[config.mk]
export PLATFORM = sky130hd
export DESIGN_NAME = aes_stream_loader_flat
export DESIGN_NICKNAME = d
export VERILOG_FILES = /design/src/rtl/aes_stream_loader_if.sv /design/src/rtl/aes_stream_loader.sv /design/src/flat_wrapper.sv
export SDC_FILE = /design/constraint.sdc
export NUM_CORES = 1
export LEC_CHECK = 0
export ABC_AREA = 1
export CAP_MARGIN = 15
export CORE_AREA = 5 5 224 226
export CTS_CLUSTER_DIAMETER = 100
export DETAILED_ROUTE_END_ITERATION = 7
export DIE_AREA = 0 0 229 231
export MAX_ROUTING_LAYER = met4
export PLACE_DENSITY_LB_ADDON = 0.2
export SETUP_SLACK_MARGIN = 0.3
export SYNTH_ARGS = -nofsm -noshare
export SYNTH_HDL_FRONTEND = slang
export SYNTH_SLANG_ARGS = --single-unit
[constraint.sdc]
create_clock -name clk -period 2.5 [get_ports clk]
set_input_delay 0.375 -clock clk [delete_from_list [all_inputs] [get_ports clk]]
set_output_delay 0.375 -clock clk [all_outputs]
set_load 0.03 [all_outputs]
[src/rtl/aes_stream_loader_if.sv]
// ----------------------------------------------------------------------------
// aes_stream_loader_if
//   Word-stream bundle for the AES stream loader: a 32-bit valid/ready input
//   stream carrying key/data words plus per-transaction mode bits, and a
//   32-bit valid/ready output stream carrying result words.
//
//   Signals
//     in_valid, in_data[31:0], in_mode, in_key_sel : upstream -> loader
//     in_ready                                     : loader -> upstream
//     out_valid, out_data[31:0], out_last          : loader -> downstream
//     out_ready                                    : downstream -> loader
//
//   Modports
//     master : the stream environment (word source and result sink)
//     slave  : the loader itself
// ----------------------------------------------------------------------------
interface aes_stream_loader_if;
  logic        in_valid;
  logic        in_ready;
  logic [31:0] in_data;
  logic        in_mode;
  logic        in_key_sel;
  logic        out_valid;
  logic        out_ready;
  logic [31:0] out_data;
  logic        out_last;

  modport master (
    output in_valid, in_data, in_mode, in_key_sel, out_ready,
    input  in_ready, out_valid, out_data, out_last
  );

  modport slave (
    input  in_valid, in_data, in_mode, in_key_sel, out_ready,
    output in_ready, out_valid, out_data, out_last
  );
endinterface

[src/rtl/aes_stream_loader.sv]
// ----------------------------------------------------------------------------
// aes_stream_loader
//   Collects eight big-endian 32-bit words (4 key + 4 data) into 128-bit
//   key/data registers, pulses the encrypt or decrypt start line, waits for
//   the matching done (bounded by WAIT_TIMEOUT cycles), then streams the
//   128-bit result back as four 32-bit words.
//
//   Parameter
//     WAIT_TIMEOUT : cycles allowed in WAIT before abort (2..1023)
//
//   Ports
//     clk, reset                : clock, asynchronous active-low reset
//     bus (slave)               : input/output word streams
//     aes_key, aes_data         : assembled key and block to the core
//     aes_start_enc/dec         : one-cycle start pulses
//     aes_done_enc/dec          : core done lines
//     aes_cipher, aes_decrypted : core results
//     busy                      : high whenever not idle
//     err                       : one-cycle pulse on timeout abort
//
//   Optional feature macro: AES_KEY_HOLD_EN
//     When defined, in_key_sel = 0 on the first word skips the key load and
//     reuses the stored key (4 data words only).
// ----------------------------------------------------------------------------
module aes_stream_loader #(
  parameter int unsigned WAIT_TIMEOUT = 64
) (
  input  logic               clk,
  input  logic               reset,
  aes_stream_loader_if.slave bus,
  output logic [127:0]       aes_key,
  output logic [127:0]       aes_data,
  output logic               aes_start_enc,
  output logic               aes_start_dec,
  input  logic               aes_done_enc,
  input  logic               aes_done_dec,
  input  logic [127:0]       aes_cipher,
  input  logic [127:0]       aes_decrypted,
  output logic               busy,
  output logic               err
);

  typedef enum logic [2:0] {
    S_IDLE      = 3'd0,
    S_LOAD_KEY  = 3'd1,
    S_LOAD_DATA = 3'd2,
    S_START     = 3'd3,
    S_WAIT      = 3'd4,
    S_DRAIN     = 3'd5
  } state_t;

  localparam logic [9:0] TIMEOUT_C = 10'(WAIT_TIMEOUT);

  state_t        state_r, state_n;
  logic [1:0]    idx_r, idx_n;
  logic          mode_r, mode_n;
  logic [127:0]  key_r, key_n;
  logic [127:0]  data_r, data_n;
  logic [127:0]  res_r, res_n;
  logic [9:0]    cnt_r, cnt_n;
  logic          err_n;

  logic          in_ready_r, out_valid_r, out_last_r, busy_r, err_r;
  logic          start_enc_r, start_dec_r;
  logic [31:0]   out_data_r;

  logic          accept_s, drain_hs_s, done_s;
  logic [127:0]  result_s;

  // Big-endian word read: index 0 is bits [127:96].
  function automatic logic [31:0] word_get(input logic [127:0] blk, input logic [1:0] idx);
    case (idx)
      2'd0:    word_get = blk[127:96];
      2'd1:    word_get = blk[95:64];
      2'd2:    word_get = blk[63:32];
      2'd3:    word_get = blk[31:0];
      default: word_get = 32'd0;
    endcase
  endfunction

  // Big-endian word write: returns blk with word idx replaced by w.
  function automatic logic [127:0] word_put(input logic [127:0] blk, input logic [1:0] idx,
                                            input logic [31:0] w);
    word_put = blk;
    case (idx)
      2'd0:    word_put[127:96] = w;
      2'd1:    word_put[95:64]  = w;
      2'd2:    word_put[63:32]  = w;
      2'd3:    word_put[31:0]   = w;
      default: word_put = blk;
    endcase
  endfunction

  // Handshakes use the registered ready/valid so they match what the peers see.
  assign accept_s   = in_ready_r & bus.in_valid;
  assign drain_hs_s = out_valid_r & bus.out_ready;
  // Only the done/result of the latched mode matters; the other core is ignored.
  assign done_s     = mode_r ? aes_done_dec : aes_done_enc;
  assign result_s   = mode_r ? aes_decrypted : aes_cipher;

`ifndef AES_KEY_HOLD_EN
  logic unused_key_sel_s;
  assign unused_key_sel_s = bus.in_key_sel;
`endif

  // Next-state and datapath update logic.
  always_comb begin
    state_n = state_r;
    idx_n   = idx_r;
    mode_n  = mode_r;
    key_n   = key_r;
    data_n  = data_r;
    res_n   = res_r;
    cnt_n   = cnt_r;
    err_n   = 1'b0;
    case (state_r)
      S_IDLE: begin
        if (accept_s) begin
          mode_n = bus.in_mode;
          idx_n  = 2'd1;
`ifdef AES_KEY_HOLD_EN
          if (bus.in_key_sel) begin
            key_n   = word_put(key_r, 2'd0, bus.in_data);
            state_n = S_LOAD_KEY;
          end else begin
            data_n  = word_put(data_r, 2'd0, bus.in_data);
            state_n = S_LOAD_DATA;
          end
`else
          key_n   = word_put(key_r, 2'd0, bus.in_data);
          state_n = S_LOAD_KEY;
`endif
        end else begin
          state_n = S_IDLE;
        end
      end
      S_LOAD_KEY: begin
        if (accept_s) begin
          key_n = word_put(key_r, idx_r, bus.in_data);
          idx_n = idx_r + 2'd1;  // wraps to 0 for the data phase
          if (idx_r == 2'd3) begin
            state_n = S_LOAD_DATA;
          end else begin
            state_n = S_LOAD_KEY;
          end
        end else begin
          state_n = S_LOAD_KEY;
        end
      end
      S_LOAD_DATA: begin
        if (accept_s) begin
          data_n = word_put(data_r, idx_r, bus.in_data);
          idx_n  = idx_r + 2'd1;
          if (idx_r == 2'd3) begin
            state_n = S_START;
          end else begin
            state_n = S_LOAD_DATA;
          end
        end else begin
          state_n = S_LOAD_DATA;
        end
      end
      S_START: begin
        // Done is not looked at here, so a stale level from a previous run is ignored.
        cnt_n   = 10'd0;
        state_n = S_WAIT;
      end
      S_WAIT: begin
        if (done_s) begin
          res_n   = result_s;
          idx_n   = 2'd0;
          state_n = S_DRAIN;
        end else begin
          cnt_n = cnt_r + 10'd1;
          if (cnt_n == TIMEOUT_C) begin
            err_n   = 1'b1;
            state_n = S_IDLE;
          end else begin
            state_n = S_WAIT;
          end
        end
      end
      S_DRAIN: begin
        if (drain_hs_s) begin
          idx_n = idx_r + 2'd1;
          if (idx_r == 2'd3) begin
            state_n = S_IDLE;
          end else begin
            state_n = S_DRAIN;
          end
        end else begin
          state_n = S_DRAIN;
        end
      end
      default: begin
        state_n = S_IDLE;
      end
    endcase
  end

  // State, datapath and output registers; outputs are decoded from the next state.
  always_ff @(posedge clk or negedge reset) begin
    if (!reset) begin
      state_r     <= S_IDLE;
      idx_r       <= 2'd0;
      mode_r      <= 1'b0;
      key_r       <= 128'd0;
      data_r      <= 128'd0;
      res_r       <= 128'd0;
      cnt_r       <= 10'd0;
      in_ready_r  <= 1'b0;
      out_valid_r <= 1'b0;
      out_last_r  <= 1'b0;
      out_data_r  <= 32'd0;
      busy_r      <= 1'b0;
      err_r       <= 1'b0;
      start_enc_r <= 1'b0;
      start_dec_r <= 1'b0;
    end else begin
      state_r     <= state_n;
      idx_r       <= idx_n;
      mode_r      <= mode_n;
      key_r       <= key_n;
      data_r      <= data_n;
      res_r       <= res_n;
      cnt_r       <= cnt_n;
      in_ready_r  <= (state_n == S_IDLE) || (state_n == S_LOAD_KEY) || (state_n == S_LOAD_DATA);
      out_valid_r <= (state_n == S_DRAIN);
      out_last_r  <= (state_n == S_DRAIN) && (idx_n == 2'd3);
      out_data_r  <= (state_n == S_DRAIN) ? word_get(res_n, idx_n) : 32'd0;
      busy_r      <= (state_n != S_IDLE);
      err_r       <= err_n;
      start_enc_r <= (state_n == S_START) && !mode_n;
      start_dec_r <= (state_n == S_START) && mode_n;
    end
  end

  assign bus.in_ready  = in_ready_r;
  assign bus.out_valid = out_valid_r;
  assign bus.out_data  = out_data_r;
  assign bus.out_last  = out_last_r;
  assign aes_key       = key_r;
  assign aes_data      = data_r;
  assign aes_start_enc = start_enc_r;
  assign aes_start_dec = start_dec_r;
  assign busy          = busy_r;
  assign err           = err_r;

endmodule

[src/flat_wrapper.sv]
// flat-port wrapper written by rule: the top's interface ports become plain ports
module aes_stream_loader_flat 
#(
  parameter int unsigned WAIT_TIMEOUT = 64
)
  (clk, reset, aes_key, aes_data, aes_start_enc, aes_start_dec, aes_done_enc, aes_done_dec, aes_cipher, aes_decrypted, busy, err, bus_in_valid, bus_in_data, bus_in_mode, bus_in_key_sel, bus_out_ready, bus_in_ready, bus_out_valid, bus_out_data, bus_out_last);
  aes_stream_loader_if bus_i ();
  input  logic clk;
  input  logic reset;
  output logic [127:0] aes_key;
  output logic [127:0] aes_data;
  output logic aes_start_enc;
  output logic aes_start_dec;
  input  logic aes_done_enc;
  input  logic aes_done_dec;
  input  logic [127:0] aes_cipher;
  input  logic [127:0] aes_decrypted;
  output logic busy;
  output logic err;
  input wire logic [$bits(bus_i.in_valid)-1:0] bus_in_valid;
  input wire logic [$bits(bus_i.in_data)-1:0] bus_in_data;
  input wire logic [$bits(bus_i.in_mode)-1:0] bus_in_mode;
  input wire logic [$bits(bus_i.in_key_sel)-1:0] bus_in_key_sel;
  input wire logic [$bits(bus_i.out_ready)-1:0] bus_out_ready;
  output wire logic [$bits(bus_i.in_ready)-1:0] bus_in_ready;
  output wire logic [$bits(bus_i.out_valid)-1:0] bus_out_valid;
  output wire logic [$bits(bus_i.out_data)-1:0] bus_out_data;
  output wire logic [$bits(bus_i.out_last)-1:0] bus_out_last;
  assign bus_i.in_valid = bus_in_valid;
  assign bus_i.in_data = bus_in_data;
  assign bus_i.in_mode = bus_in_mode;
  assign bus_i.in_key_sel = bus_in_key_sel;
  assign bus_i.out_ready = bus_out_ready;
  assign bus_in_ready = bus_i.in_ready;
  assign bus_out_valid = bus_i.out_valid;
  assign bus_out_data = bus_i.out_data;
  assign bus_out_last = bus_i.out_last;
  aes_stream_loader #(.WAIT_TIMEOUT(WAIT_TIMEOUT)) u_core (.clk(clk), .reset(reset), .bus(bus_i), .aes_key(aes_key), .aes_data(aes_data), .aes_start_enc(aes_start_enc), .aes_start_dec(aes_start_dec), .aes_done_enc(aes_done_enc), .aes_done_dec(aes_done_dec), .aes_cipher(aes_cipher), .aes_decrypted(aes_decrypted), .busy(busy), .err(err));
endmodule
==> results of run 1 <==
final cells by class:
| cell class | count | area [sq um] |
|---|---|---|
| diodes | 4 | 10.0 |
| clock buffers | 71 | 1370 |
| clock inverters | 13 | 140 |
| fillers | 4157 | 20300 |
| inverters | 102 | 400 |
| multi-input cells | 1410 | 6870 |
| flip-flops and latches | 439 | 11000 |
| well taps | 622 | 778 |
| repair buffers | 692 | 7320 |
how the worst max path moves through the flow:
stage | start | to
CTS | u_core.mode_r | u_core.bus.out_data[9]
finish | u_core.mode_r | u_core.bus.out_data[21]
global placement | aes_done_dec | u_core.bus.out_data[2]
global route | u_core.mode_r | u_core.bus.out_data[23]
floorplan | u_core.bus.in_ready | u_core.bus.out_data[14]
detailed placement | aes_done_dec | u_core.bus.out_data[15]
placed cells by master (no fill, tap or decap), types with 5 or more instances in the layout:
master | Yosys | final
a21oi_1 | 34 | 34
buf_12 | 0 | 31
buf_4 | 12 | 49
buf_6 | 2 | 9
clkbuf_1 | 77 | 15
clkbuf_16 | 0 | 56
clkbuf_8 | 0 | 8
clkdlybuf4s50_1 | 0 | 587
clkinv_2 | 0 | 6
dfrtp_1 | 439 | 437
ha_1 | 7 | 7
inv_1 | 93 | 90
inv_2 | 9 | 9
nand2_1 | 518 | 508
nand2_2 | 3 | 9
nand3_1 | 109 | 95
nand3_2 | 1 | 15
nor2_1 | 156 | 155
o211ai_1 | 32 | 32
o21a_1 | 34 | 34
o21ai_0 | 341 | 315
o21ai_1 | 52 | 53
o21ai_2 | 0 | 23
o22ai_1 | 5 | 5
or2_2 | 97 | 97
xor2_1 | 6 | 6
worst max-delay path, cell delays in order, from the launching register on:
cell	delay (ps)
dfrtp_4	520
inv_8	90
nand2_4	50
nand2_4	90
inv_4	50
nor2_4	160
buf_12	190
inv_8	80
buf_12	160
nand2_1	50
o21ai_1	60
buf_4	160
nand3_1	90
nand3_2	150
nand2_2	90
nor2_1	40
logic make-up after synthesis:
logic type               count (synthesis)
multiplexers                             1
flip-flops                             439
XOR/XNOR                                 7
buffers and inverters                  234
AO/OA/AOI/OAI                          499
AND/OR/NAND/NOR                        896
adder cells (fa/ha/maj)                  7
layer usage:
metal	vias to the layer above	track usage [%]	routed length, um
li1	8002	-	-
met1	8325	32.9	29400
met2	681	45.3	36800
met3	104	8.77	6650
met4	0	7.48	2170
met5	-	-	0
stage by stage:
stage | cell area, sq um | hold WS, ps | util [%] | power, uW | TNS [ps]
after floorplan | 18600 | 79.4 | - | 20700 | 0
after global placement | 25700 | 313 | 53.4 | 28700 | -133
after detailed placement | 25700 | 318 | 53.4 | 29000 | -269
after CTS | 27300 | 288 | 56.6 | 36100 | 0
after global routing | 27900 | 309 | 57.9 | 38800 | 0
final | 27900 | 300 | 57.9 | 36900 | 0
report_power, final:
part | switching, uW | internal (uW) | total (uW)
clock network | 2900 | 3990 | 6890
registers | 1310 | 9790 | 11100
logic | 11600 | 7320 | 18900
total | 15800 | 21100 | 36900
sequential cells by signal, indices dropped and copies added (netlist names):
name / cells
u_core.aes_data: 128
u_core.aes_key: 128
u_core.res_r: 128
u_core.bus.out_data: 32
u_core.cnt_r: 10
u_core.state_r: 3
u_core.idx_r: 2
u_core.aes_start_dec: 1
u_core.aes_start_enc: 1
u_core.bus.in_ready: 1
u_core.bus.out_last: 1
u_core.bus.out_valid: 1
u_core.busy: 1
u_core.err: 1
u_core.mode_r: 1
timing repair:
action	CTS	global route
endpoints found under the hold margin	35	0
setup buffers	4	9
gates cloned	0	11
gates resized for setup	8	93
endpoints found under the setup margin	36	33
pin swaps	3	30
hold buffers	1	0
==> impl_metrics.ini, run 1 <==
[floorplan]
core.rowCount = 81
initial_core_util_pct = 38.6
chipHeight_um = 231
dieWidth_um = 229
die-area_sq_um = 52900
coreArea_sq_um = 48100
io_pins = 591

[yosys]
synth_edf_count = 0
synthSimpleGateAreaFrac_pct = 20.4
synthCells = 2083
synth_mux_area_share_pct = 0.0538
yosysWarnings = 0
ys_ff_latch = 439
ys_top_cells_by_area = dfrtp_1 (59%), nand2_1 (10%), o21ai_0 (9.2%)
synth-async-reset-ratio_pct = 100
synth_fa_ha_area_share_pct = 0.471
synth_most_common_cell = nand2_1
synth.avg_cell_area_sq_um = 8.93
synth-xor-area-share_pct = 0.330
synth_compound_area_share_pct = 14.4
synthesis.area_sq_um = 18600
synth_flop_cell = dfrtp_1
synth-seq-area-share_pct = 59.1
syn_nets = 2386
synth_commonest_cells = nand2_1 (518), dfrtp_1 (439), o21ai_0 (341)
synth_top_cell_by_area = dfrtp_1
synth_top_cell_area_share_pct = 59.1
yosys.cell_types.count = 33
synth_top_family_by_area = simple AND/OR/NAND/NOR gates

[clock_tree]
cts_buffers = 47
cts_tree = built
worstSkewPairLatency_ps = 580
cts_buffer_depth = 3
clock-sinks = 439
clk_pin_slew_worst_paths_ps = 60
htreeDepth = 2
clockRootBuffer = clkbuf_16

[sta]
finalHoldViolations = 0
max_slew_margin_pct = 54.8
rsz0062_at_grt = yes
timing.final.crit_period_ps = 2140
drv_slew = 0
setup_ws_ps = 357
period_share_pct = 85.7
setup_viol = 0
tightest_slew_ps = 670
finClkSkew_ps = 24.2
max_clock_freq_ghz = 0.467

[critical_path]
crit_required_ps = 2950
cp-end-kind = flip-flop
startpoint_type = flip-flop
rr_endpoint = u_core.bus.out_data[21]
r2r_start = u_core.mode_r
criticalPathCategory = reg2reg
rr_worst_depth = 15
crit_fanout = 15
r2r_setup_slack_ps = 360
worstPathArrival_ps = 2600

[finish]
layout-drive-gt1-share_pct = 12.5
area_delta_synth_final_pct = 49.9
fin_cells = 3353
nets = 2995

[detailed_routing]
first_pass_iters = 5
wl_per_cell_um = 22.4
ant_nets = 0
routed_wl_mm = 75.0
drc = 0
viasPerCell = 5.10
vias = 17112
drtIter0Drc = 1456

[placed_design]
place.gp.congestion = 0.916
port-buffer-count = 589
place_inst = 3240
pre_cts_ws_ps = -79.2
hpwlAfterDp_mm = 53.0

[grt]
grt_use_total_pct = 27.5
overflow = 0
grt_pass1_vias = 17543
grt_pass1_wl_mm = 109
antenna_found_initial = 3
grt_max_degree = 94

[pwr]
peakVddDrop_v = 0.000994
p_per_area_nw_per_um2 = 1320
p_leak_uw = 0.0126

[run]
cap_violations = 0

[outcome]
status = complete, no violations

[min_path]
worstHoldPathType = in2async
No activity file was read; power rests on OpenSTA's default activity.
==> run 2, diff against run 1 <==
CORE_AREA = 2 2 227 229   (was 5 5 224 226)
==> run 2 against run 1 <==
  * Maximum frequency shrank 1.6%
  * Highest routed layer unchanged
  * Utilization shrank 3.3 points
  * Critical endpoint is now u_core.bus.out_data[16]
  * Power fell by 1.5%
  * Register-to-register slack got worse by 30 ps
  * Critical path depth down 2
==> impl_metrics.ini, run 2 (synthesized netlist as in run 1, its figures left out) <==
[critical_path]
worstPathArrival_ps = 2620
r2r_start = u_core.mode_r
crit_start = u_core.mode_r
cp-end-kind = flip-flop
rr_endpoint = u_core.bus.out_data[16]
cpPeakStageDelay_ps = 520
endpoint = u_core.bus.out_data[16]
criticalPathCategory = reg2reg
crit_required_ps = 2950
cpMaxStageDelayCell = dfrtp_4
crit_family = simple AND/OR/NAND/NOR gates
crit_buf_inv = 4
cp_common_cell = nand2_1
r2r_setup_slack_ps = 320
startpoint_type = flip-flop
cp_cell_sequence = nand2_1 > nand2_4 > inv_2 > nor2_4 > buf_12 > buf_12 > o211ai_1 > nand2_1 > o21ai_0 > buf_4 > nand3_2 > nand2_1 > nor2_1
path_depth = 13
crit_fanout = 10
rr_worst_depth = 13

[sta]
max_slew_margin_pct = 56.2
tightest_slew_ps = 651
period_share_pct = 87.1
final.setup.tns_ps = 0
rsz0062_at_grt = yes
finClkSkew_ps = 27.9
timing.final.crit_period_ps = 2180
finalHoldViolations = 0
drv_slew = 0
max_clock_freq_ghz = 0.459
setup_viol = 0

[finish]
nets = 2987
final_common_cell = clkdlybuf4s50_1
layout-drive-gt1-share_pct = 11.3
post-route-util_pct = 54.6
multi_input_area_sq_um = 6750
area_delta_synth_final_pct = 48.8
finalInstanceArea_sq_um = 27700
most-common-layout-cells = clkdlybuf4s50_1 (588), nand2_1 (509), dfrtp_1 (437), o21ai_0 (327), nor2_1 (155)
nFillCells = 4739
regArea_sq_um = 11000

[detailed_routing]
first_pass_iters = 5
routed_wl_mm = 72.1
ant_nets = 0
drc = 0
vias = 16768
viasPerCell = 4.93
drtIter0Drc = 1147
wl_per_cell_um = 21.2

[pwr]
p_total_uw = 36300
p_per_area_nw_per_um2 = 1310
peakVddDrop_v = 0.000883
p_leak_uw = 0.0124

[grt]
grt_use_total_pct = 27.4
overflow = 0
antenna_found_initial = 5
grt_pass1_wl_mm = 107
grt_pass1_vias = 17141
grt_max_degree = 94

[floorplan]
die-area_sq_um = 52900
chipHeight_um = 231
core.rowCount = 83
io_pins = 591
coreArea_sq_um = 50700
initial_core_util_pct = 36.7
dieWidth_um = 229

[placed_design]
port-buffer-count = 589
dpl_cell_area_sq_um = 25800
hpwlAfterDp_mm = 52.1
place.gp.congestion = 0.920

[clock_tree]
clockRootBuffer = clkbuf_16
clk_pin_slew_worst_paths_ps = 60
clock-sinks = 439
htreeDepth = 2
cts_tree = built
cts_buffers = 46
worstSkewPairLatency_ps = 600
cts_buffer_depth = 3

[run]
cap_violations = 0

[min_path]
worstHoldPathType = in2async

[outcome]
status = complete, no violations
## run 2: changes by cell type in the layout (fill, tap and decap cells not counted), sizes merged
cell           before  now
dlygate4sd2         1    0
clkinv              8    4
buf                95   92
clkbuf             79   76
clkdlybuf4s50     587  588
bufinv              2    1
clkinvlp            1    2
diode               4    5
## run 2: worst min path at each step
stage / from / to / slack, ps / depth (start not counted)
after global placement: reset / u_core.res_r[60] / 330 / 1
after floorplan: reset / u_core.aes_data[0] / 80 / 0
after CTS: reset / u_core.aes_data[96] / 330 / 2
final: reset / u_core.res_r[60] / 330 / 2
after detailed placement: reset / u_core.res_r[60] / 330 / 1
after global routing: reset / u_core.aes_data[28] / 360 / 2
## run 2: power breakdown
part	total [uW]	switching, uW	internal (uW)
Combinational	18500	11200	7220
Clock	6830	2880	3950
Sequential	11000	1240	9780
## run 2: area by class of cell
| type | count | share of cell area [%] |
|---|---|---|
| clock inverters | 9 | 0.339 |
| flip-flops and latches | 439 | 39.7 |
| repair buffers | 685 | 26.0 |
| well taps | 680 | 3.07 |
| diodes | 5 | 0.0452 |
| clock buffers | 72 | 5.06 |
| multi-input cells | 1410 | 24.4 |
| inverters | 102 | 1.43 |
## run 2: timing repair
action                     in CTS  in global routing
cloned                          1                  4
setup buffers                   5                  8
hold buffers                    1                  0
setup endpoints to repair      24                 30
pin swaps                       1                 16
resized for setup               9                 36
hold endpoints to repair       42                  0
## run 2: stage by stage
step	instances	hold slack, ps	worst slack [ps]
6_report	3402	332	323
5_1_grt	3402	364	258
4_1_cts	3385	332	243
3_5_place_dp	3297	332	-66.2
3_3_place_gp	3297	330	-39.7
2_1_floorplan	2083	79.4	520
## run 2: per-layer routing
layer / track usage [%] / part of all wire [%] / up-vias
met5: - / 0 / -
met4: 7.37 / 2.1 / 0
met3: 8.57 / 8.7 / 80
met2: 45.0 / 49 / 620
met1: 32.6 / 40 / 8095
li1: - / - / 7973
